## src/rtl/button_conditioner_pkg.sv

```systemverilog
// Shared definitions for every button_conditioner instance.
// Holds the FSM state encoding, the default 100 MHz timing constants and
// a helper that sizes the cycle counters.
package button_conditioner_pkg;

  typedef enum logic [1:0] {
    IDLE   = 2'd0,
    HOLD   = 2'd1,
    REPEAT = 2'd2
  } state_t;

  // Defaults for a 100 MHz clk: 10 ms debounce, 500 ms to first repeat,
  // 100 ms between repeats.
  localparam int unsigned DEF_DB_CYCLES     = 1_000_000;
  localparam int unsigned DEF_HOLD_CYCLES   = 50_000_000;
  localparam int unsigned DEF_REPEAT_CYCLES = 10_000_000;

  // Counter width able to hold n-1; never narrower than one bit.
  function automatic int unsigned cnt_width(input int unsigned n);
    return (n < 2) ? 1 : $clog2(n);
  endfunction

endpackage

```

## src/rtl/button_conditioner_if.sv

```systemverilog
// Button signal bundle between the pad, the conditioner and the control FSM.
//   pb            raw, asynchronous, bouncing pad level
//   level         debounced button level
//   pulse         one-cycle press / auto-repeat event
//   release_pulse one-cycle release event ("release" is a reserved word)
//   held          high from the first repeat pulse until release
// master: the conditioner (consumes pb, drives the events)
// slave : the pad/controller side
interface button_conditioner_if;
  logic pb;
  logic level;
  logic pulse;
  logic release_pulse;
  logic held;

  modport master (input pb, output level, output pulse, output release_pulse, output held);
  modport slave  (output pb, input level, input pulse, input release_pulse, input held);
endinterface

```

## src/rtl/button_conditioner_sync_debounce.sv

```systemverilog
// sync_debounce: two-flop synchroniser followed by a debounce counter.
//   clk   system clock
//   rst   asynchronous active-high reset
//   pb    raw pad input
//   level debounced level (registered)
//   rise  combinational: level will go 0->1 at the coming edge
//   fall  combinational: level will go 1->0 at the coming edge
// rise/fall let the parent register its event outputs on the same edge
// that level changes.
module sync_debounce
  import button_conditioner_pkg::*;
#(
  parameter int unsigned DB_CYCLES = DEF_DB_CYCLES
) (
  input  logic clk,
  input  logic rst,
  input  logic pb,
  output logic level,
  output logic rise,
  output logic fall
);

  localparam int unsigned   W       = cnt_width(DB_CYCLES);
  localparam logic [W-1:0]  DB_LAST = W'(DB_CYCLES - 1);

  logic         s1;
  logic         s2;
  logic [W-1:0] cnt;
  logic         accept;

  // s2 has disagreed with level for DB_CYCLES consecutive cycles.
  assign accept = (s2 != level) && (cnt == DB_LAST);
  assign rise   = accept && !level;
  assign fall   = accept && level;

  always_ff @(posedge clk or posedge rst) begin
    if (rst) begin
      s1    <= 1'b0;
      s2    <= 1'b0;
      level <= 1'b0;
      cnt   <= '0;
    end else begin
      s1 <= pb;
      s2 <= s1;
      if (s2 == level) begin
        cnt <= '0;
      end else if (accept) begin
        level <= ~level;
        cnt   <= '0;
      end else begin
        cnt <= cnt + W'(1);
      end
    end
  end

endmodule

```

## src/rtl/button_conditioner.sv

```systemverilog
// button_conditioner: pad -> debounced level + press / auto-repeat / release
// events for one push button.
//   clk  system clock
//   rst  asynchronous active-high reset (deassertion must be clean)
//   btn  button_conditioner_if.master: pb in; level, pulse,
//        release_pulse, held out (all registered)
//
// state  | meaning
// IDLE   | button released, waiting for an accepted press
// HOLD   | pressed, timing the delay to the first repeat
// REPEAT | auto-repeating every REPEAT_CYCLES, held asserted
module button_conditioner
  import button_conditioner_pkg::*;
#(
  parameter int unsigned DB_CYCLES     = DEF_DB_CYCLES,
  parameter int unsigned HOLD_CYCLES   = DEF_HOLD_CYCLES,
  parameter int unsigned REPEAT_CYCLES = DEF_REPEAT_CYCLES,
  parameter bit          ENABLE_REPEAT = 1'b1
) (
  input logic                  clk,
  input logic                  rst,
  button_conditioner_if.master btn
);

  // REPEAT_CYCLES < HOLD_CYCLES, so one timer sized for HOLD covers both.
  localparam int unsigned   TW        = cnt_width(HOLD_CYCLES);
  localparam logic [TW-1:0] HOLD_LAST = TW'(HOLD_CYCLES - 1);
  localparam logic [TW-1:0] REP_LAST  = TW'(REPEAT_CYCLES - 1);

  logic          level_q;
  logic          rise;
  logic          fall;
  state_t        state;
  logic [TW-1:0] timer;
  logic          pulse_q;
  logic          release_q;
  logic          held_q;

  sync_debounce #(
    .DB_CYCLES (DB_CYCLES)
  ) u_sd (
    .clk   (clk),
    .rst   (rst),
    .pb    (btn.pb),
    .level (level_q),
    .rise  (rise),
    .fall  (fall)
  );

  always_ff @(posedge clk or posedge rst) begin
    if (rst) begin
      state     <= IDLE;
      timer     <= '0;
      pulse_q   <= 1'b0;
      release_q <= 1'b0;
      held_q    <= 1'b0;
    end else begin
      pulse_q   <= 1'b0;
      release_q <= 1'b0;
      case (state)
        IDLE: begin
          if (rise) begin
            state   <= HOLD;
            pulse_q <= 1'b1;
            timer   <= '0;
          end
        end
        HOLD: begin
          if (fall) begin
            state     <= IDLE;
            release_q <= 1'b1;
            held_q    <= 1'b0;
            timer     <= '0;
          end else if (timer == HOLD_LAST) begin
            // Without auto-repeat the timer parks here until release.
            if (ENABLE_REPEAT) begin
              state   <= REPEAT;
              pulse_q <= 1'b1;
              held_q  <= 1'b1;
              timer   <= '0;
            end
          end else begin
            timer <= timer + TW'(1);
          end
        end
        REPEAT: begin
          // Release wins over a coincident repeat wrap.
          if (fall) begin
            state     <= IDLE;
            release_q <= 1'b1;
            held_q    <= 1'b0;
            timer     <= '0;
          end else if (timer == REP_LAST) begin
            pulse_q <= 1'b1;
            timer   <= '0;
          end else begin
            timer <= timer + TW'(1);
          end
        end
        default: begin
          state  <= IDLE;
          timer  <= '0;
          held_q <= 1'b0;
        end
      endcase
    end
  end

  assign btn.level         = level_q;
  assign btn.pulse         = pulse_q;
  assign btn.release_pulse = release_q;
  assign btn.held          = held_q;

endmodule
```

## src/flat_wrapper.sv

```systemverilog
// flat-port wrapper written by rule: the top's interface ports become plain ports
module button_conditioner_flat import button_conditioner_pkg::*;
#(
  parameter int unsigned DB_CYCLES     = DEF_DB_CYCLES,
  parameter int unsigned HOLD_CYCLES   = DEF_HOLD_CYCLES,
  parameter int unsigned REPEAT_CYCLES = DEF_REPEAT_CYCLES,
  parameter bit          ENABLE_REPEAT = 1'b1
)
  (clk, rst, btn_pb, btn_level, btn_pulse, btn_release_pulse, btn_held);
  button_conditioner_if btn_i ();
  input logic clk;
  input logic rst;
  input wire logic [$bits(btn_i.pb)-1:0] btn_pb;
  output wire logic [$bits(btn_i.level)-1:0] btn_level;
  output wire logic [$bits(btn_i.pulse)-1:0] btn_pulse;
  output wire logic [$bits(btn_i.release_pulse)-1:0] btn_release_pulse;
  output wire logic [$bits(btn_i.held)-1:0] btn_held;
  assign btn_i.pb = btn_pb;
  assign btn_level = btn_i.level;
  assign btn_pulse = btn_i.pulse;
  assign btn_release_pulse = btn_i.release_pulse;
  assign btn_held = btn_i.held;
  button_conditioner #(.DB_CYCLES(DB_CYCLES), .HOLD_CYCLES(HOLD_CYCLES), .REPEAT_CYCLES(REPEAT_CYCLES), .ENABLE_REPEAT(ENABLE_REPEAT)) u_core (.clk(clk), .rst(rst), .btn(btn_i));
endmodule
```

## config.mk

```make
export PLATFORM = sky130hd
export DESIGN_NAME = button_conditioner_flat
export DESIGN_NICKNAME = d
export VERILOG_FILES = /design/src/rtl/button_conditioner_pkg.sv /design/src/rtl/button_conditioner_if.sv /design/src/rtl/button_conditioner_sync_debounce.sv /design/src/rtl/button_conditioner.sv /design/src/flat_wrapper.sv
export SDC_FILE = /design/constraint.sdc
export NUM_CORES = 1
export LEC_CHECK = 0
export CAP_MARGIN = 20
export CORE_UTILIZATION = 25
export CTS_CLUSTER_DIAMETER = 200
export DETAILED_ROUTE_END_ITERATION = 8
export HOLD_SLACK_MARGIN = 0.15
export PLACE_DENSITY_LB_ADDON = 0.08
export SKIP_CTS_REPAIR_TIMING = 1
export SYNTH_ARGS = -nofsm -noshare
export SYNTH_HDL_FRONTEND = slang
export SYNTH_SLANG_ARGS = --single-unit
export TNS_END_PERCENT = 5
```

## constraint.sdc

```tcl
create_clock -name clk -period 2.7 [get_ports clk]
set_clock_uncertainty 0.15 [all_clocks]
set_input_delay 0.81 -clock clk [delete_from_list [all_inputs] [get_ports clk]]
set_output_delay 0.81 -clock clk [all_outputs]
set_load 0.01 [all_outputs]
```

After elaboration in Yosys (flattened, before gate mapping)
Index checks and enable logic that the tools add are counted.
Widths: inputs -> output; s select.
{ "totals": {"reg_bits": 54, "out_inout_bits": 4, "wordCells": 58} }
{ "op_classes": {"addsub": 2, "n_eq_ne": 10, "mux": 25, "bitwise": 3, "reduce_logical": 9} }
{ "ops": {"columns": ["cell", "n"], "rows": [
  ["$mux 26", 5],
  ["$pmux 26 s3", 1],
  ["$mux 20", 2],
  ["$add 26x1->26 const B", 1],
  ["$eq 26x24->1 const B", 1],
  ["$eq 26x26->1 const B", 1],
  ["$add 20x1->20 const B", 1],
  ["$eq 20x20->1 const B", 1],
  ["$mux 1", 10],
  ["$mux 2", 4],
  ["$pmux 1 s3", 2],
  ["$pmux 2 s3", 1],
  ["$reduce_and 3->1", 2],
  ["$ne 2x1->1 const B", 2],
  ["$logic_and 1x1->1", 3],
  ["$ne 3x1->1 const B", 1],
  ["$not 1->1", 3],
  ["$eq 2x1->1 const B", 1],
  ["$eq 2x2->1 const B", 1],
  ["$logic_not 2->1", 1],
  ["$reduce_and 2->1", 1],
  ["$reduce_or 2->1", 1],
  ["$eq 1x1->1", 1],
  ["$logic_not 1->1", 1],
  ["$ne 1x1->1", 1]
]} }

Logic depth before layout (Yosys ltp)
{ "depth": {"depth_word": 5, "mapped_depth": 9} }

By module
A second synthesis with hierarchy kept.
{ "unflattened": {"hier_cells": 369, "area_unflattened_um2": 3289.4} }
{ "by_module_without_submodules": {"columns": ["module", "n_inst", "cells_per_inst", "area_each_um2", "seq_area_each_um2"], "rows": [
  ["button_conditioner", 1, 256, 2157.1, 775.7],
  ["sync_debounce", 1, 113, 1132.3, 575.6]
]} }

Worst setup path before layout
OpenSTA, ideal clock, no wires.
{ "synth_timing": {"path_type": "register -> register", "startpoint": "register u_core.timer[7]", "endpoint": "register u_core.timer[2]", "setup_time_ns": 0.118, "t_arrival_ns": 2.248, "t_required_ns": 2.432, "path_slack_ns": 0.184, "path_stages_with_launch": 9, "n_path_buf": 2, "synth_period_minus_slack_ns": 2.516, "path_cell_list": "dfrtp_1 or4_1 or4_4 o21ai_4 a211o_2 buf_6 buf_6 nor3b_1 a21o_1"} }
{ "synth_between": {"elab_chain_cells": 4, "word_cells_on_any_way": 7} }
{ "synth_lines": {"columns": ["element", "line", "text"], "rows": [
  ["start: declaration", "button_conditioner.sv:34", "logic [TW-1:0] timer;"],
  ["start signal: assignment", "button_conditioner.sv:83", "timer <= timer + TW'(1);"],
  ["start signal: assignment", "button_conditioner.sv:97", "timer <= timer + TW'(1);"],
  ["$eq 26x24->1 or $eq 26x26->1 (tied branches)", "button_conditioner.sv:93, button_conditioner.sv:74", null],
  ["$mux 26 (on tied branches)", "button_conditioner.sv:93, button_conditioner.sv:74", null],
  ["$mux 26 (on tied branches)", "button_conditioner.sv:88, button_conditioner.sv:69", null],
  ["$pmux 26 s3 (*)", "button_conditioner.sv:60", "case (state)"]
]} }
Mark *: on every way between the ends. The rest lies on a longest branch, timed or not.
A chain may end at the register's enable or synchronous reset.

Final worst setup path
{ "layout_timing": {"startpoint": "register u_core.timer[24]", "endpoint": "register u_core.timer[2]"} }
Same word-level chain as after synthesis.

==> impl_metrics.env <==
export IMPL_status="finished, final reports clean"
export IMPL_dieWidth_um=111
export IMPL_drc=0
export IMPL_dpl_cell_count=494
export IMPL_grt_overflow=0
export IMPL_wl_per_cell_um=14.7
export IMPL_clk_latency_ns=0.30
export IMPL_synthFlopType="dfrtp_1"
export IMPL_instances_no_fill=501
export IMPL_grt_use_met2_pct=18.8
export IMPL_die_h_um=111
export IMPL_drtIter0Drc=130
export IMPL_setup_tns_ns=0
export IMPL_grt_usage_pct=13.0
export IMPL_cts_root_buf="clkbuf_16"
export IMPL_end_kind="flop"
export IMPL_hold_viol=0
export IMPL_synth_compound_area_share_pct=11.8
export IMPL_finalCritPeriodShare_pct=95.8
export IMPL_powerDensity_nw_per_um2=420
export IMPL_ctsLongestPathBuffers=2
export IMPL_io_buffers=6
export IMPL_cp_required_ns=2.74
export IMPL_seq_area_frac_synth_pct=45.7
export IMPL_p_leak_nw=1.46
export IMPL_muxShareOfSynthArea_pct=1.35
export IMPL_setup_viol=0
export IMPL_area_delta_synth_final_pct=19.7
export IMPL_cts_tree="done"
export IMPL_fmax_mhz=387
export IMPL_syn_inst=326
export IMPL_n_antenna_cell=0
export IMPL_criticalPathCategory="reg -> reg"
export IMPL_r2r_end="u_core.timer[2]"
export IMPL_yosysTopAreaCell="dfrtp_1"
export IMPL_postSynthRegisterBits=54
export IMPL_synth_xor_area_share_pct=5.92
export IMPL_synth_top_cell_area_share_pct=45.7
export IMPL_synth_common_cells="dfrtp_1 (54), nor2_1 (40), nand2_1 (39), nand3_1 (39), o21ai_0 (14)"
export IMPL_std_cell_rows=39
export IMPL_syn_avg_cell_area_um2=9.07
export IMPL_synthesis_area_um2=2960
export IMPL_top_usage_layer="met1"
export IMPL_cp_start_kind="flop"
export IMPL_initial_core_util_pct=25.8
export IMPL_drt_total_wl_um=7380
export IMPL_final_min_clock_period_ns=2.59
export IMPL_worstMarginPinSlew_ns=0.583
export IMPL_hold_start="u_core.u_sd.s1"
export IMPL_yosysMostFrequentCell="dfrtp_1"
export IMPL_synth_cell_types=49
export IMPL_synthTopCellsByArea="dfrtp_1 (46%), nand3_1 (6.6%), nor2_1 (5.1%)"
export IMPL_grt_max_degree=55
export IMPL_drtAntennaViolNets=0
export IMPL_path_max_fanout=8
export IMPL_synth_edf_count=0
export IMPL_yosys_area_share_simple_pct=29.4
export IMPL_reg2reg_from="u_core.timer[24]"
export IMPL_critPathArrivalTime_ns=2.63
export IMPL_dp_hpwl_um=5130
export IMPL_irDropWorstVdd_v=0.000309
export IMPL_cts_sinks=54
export IMPL_clk_pin_slew_worst_paths_ns=0.07
export IMPL_synth_top_family_by_area="simple AND/OR/NAND/NOR gates"
export IMPL_coreArea_um2=11500
export IMPL_numCtsBuffers=5
export IMPL_holdPathEnd="u_core.u_sd.s2"
export IMPL_ys_warn_count=0
export IMPL_rr_worst_depth=7
export IMPL_ff2ff_setup_slack_ns=0.11
export IMPL_grt_pass1_vias=2390
export IMPL_vias=2415
export IMPL_fin_util_pct=30.9
export IMPL_drive_above_1_share_pct=13.7
export IMPL_dieArea_um2=12300
export IMPL_slew_viol_final=0
export IMPL_drtPass1Iterations=4
export IMPL_hold_class="reg -> reg"
export IMPL_cap_violations=0
export IMPL_vias_per_cell=4.82
export IMPL_ios=7
export IMPL_slew_headroom_pct=61.0
export IMPL_gp_congestion=0.703
export IMPL_grtUsageMet1_pct=18.9
export IMPL_syn_nets=335
export IMPL_met3_usage_pct=3.34
export IMPL_p_total_mw=1.49
export IMPL_grt_pass1_wl_um=12600
export IMPL_synth_fa_ha_area_share_pct=2.54
export IMPL_cts_max_level=2
export IMPL_final_nets=367
export IMPL_antenna_found_initial=0
export IMPL_worstHoldPathCells=0
export IMPL_synthArstFlopShare_pct=100
[registers in the layout, indices dropped and copies added, names as in the netlist]
signal                    flops
u_core.btn.held               1
u_core.btn.pulse              1
u_core.btn.release_pulse      1
u_core.state                  2
u_core.timer                 26
u_core.u_sd.cnt              20
u_core.u_sd.level             1
u_core.u_sd.s1                1
u_core.u_sd.s2                1
[worst max-delay path, stage by stage, from the launching register on]
cell and delay, ns:
dfrtp_1 0.39, or4_1 0.51, or4_4 0.61, o21ai_4 0.22
a211o_4 0.22, buf_4 0.18, nor3b_1 0.06, a21o_1 0.15
[cells in the final DEF (no fill, tap or decap), types with 7 or more instances in the layout]
cell,n
o21ai_0,14
dfrtp_1,54
xnor2_1,8
inv_1,8
nand2_1,39
buf_4,30
nand4_1,11
and3_1,7
nor2_1,40
xor2_1,12
nand3_1,39
or3_1,8
[cell families after synthesis]
| kind of cell | after synthesis |
|---|---|
| AO/OA/AOI/OAI | 48 |
| XOR/XNOR | 20 |
| adder cells (fa/ha/maj) | 6 |
| buffers and inverters | 21 |
| flip-flops | 54 |
| multiplexers | 4 |
| AND/OR/NAND/NOR | 173 |
[through the flow]
stage / instance area, µm² / hold slack [ns] / setup slack [ns]
6_report: 3540 / 0.197 / 0.113
5_1_grt: 3540 / 0.210 / -0.00476
4_1_cts: 3510 / 0.201 / 0.0117
3_5_place_dp: 3380 / 0.186 / 0.0310
3_3_place_gp: 3380 / 0.182 / 0.0594
2_1_floorplan: 2960 / 0.181 / 0.184
[area by class of cell]
| cell class | instances | area [µm²] |
|---|---|---|
| fill | 1222 | 7930 |
| inverter | 9 | 33.8 |
| timing repair buffer | 37 | 305 |
| sequential | 54 | 1350 |
| multi-input combinational | 251 | 1540 |
| tap | 143 | 179 |
| clock buffer | 7 | 133 |
[routing by layer]
metal	up-vias	part of all wire, %
li1	1232	-
met1	1158	53
met2	19	43
met3	6	3.1
met4	0	1.1
met5	-	0
[power breakdown]
part / switching, mW / total [mW] / internal (mW) / leakage, nW
clock: 0.289 / 0.629 / 0.341 / 0.0640
combinational: 0.0271 / 0.0389 / 0.0118 / 0.652
sequential: 0.00378 / 0.817 / 0.814 / 0.748
total: 0.319 / 1.49 / 1.17 / 1.46
[worst max-delay path by stage]
stage               slack [ns]  cells after the start                start          endpoint
floorplan                 0.18                      8      u_core.timer[7]   u_core.timer[2]
global placement          0.06                      7  u_core.u_sd.cnt[13]  u_core.timer[20]
detailed placement        0.03                      7  u_core.u_sd.cnt[12]  u_core.timer[20]
CTS                       0.01                      7  u_core.u_sd.cnt[12]  u_core.timer[22]
global route            -0.005                      7     u_core.timer[24]   u_core.timer[2]
finish                    0.11                      7     u_core.timer[24]   u_core.timer[2]
Note: power is estimated with default switching activity, not from simulation.
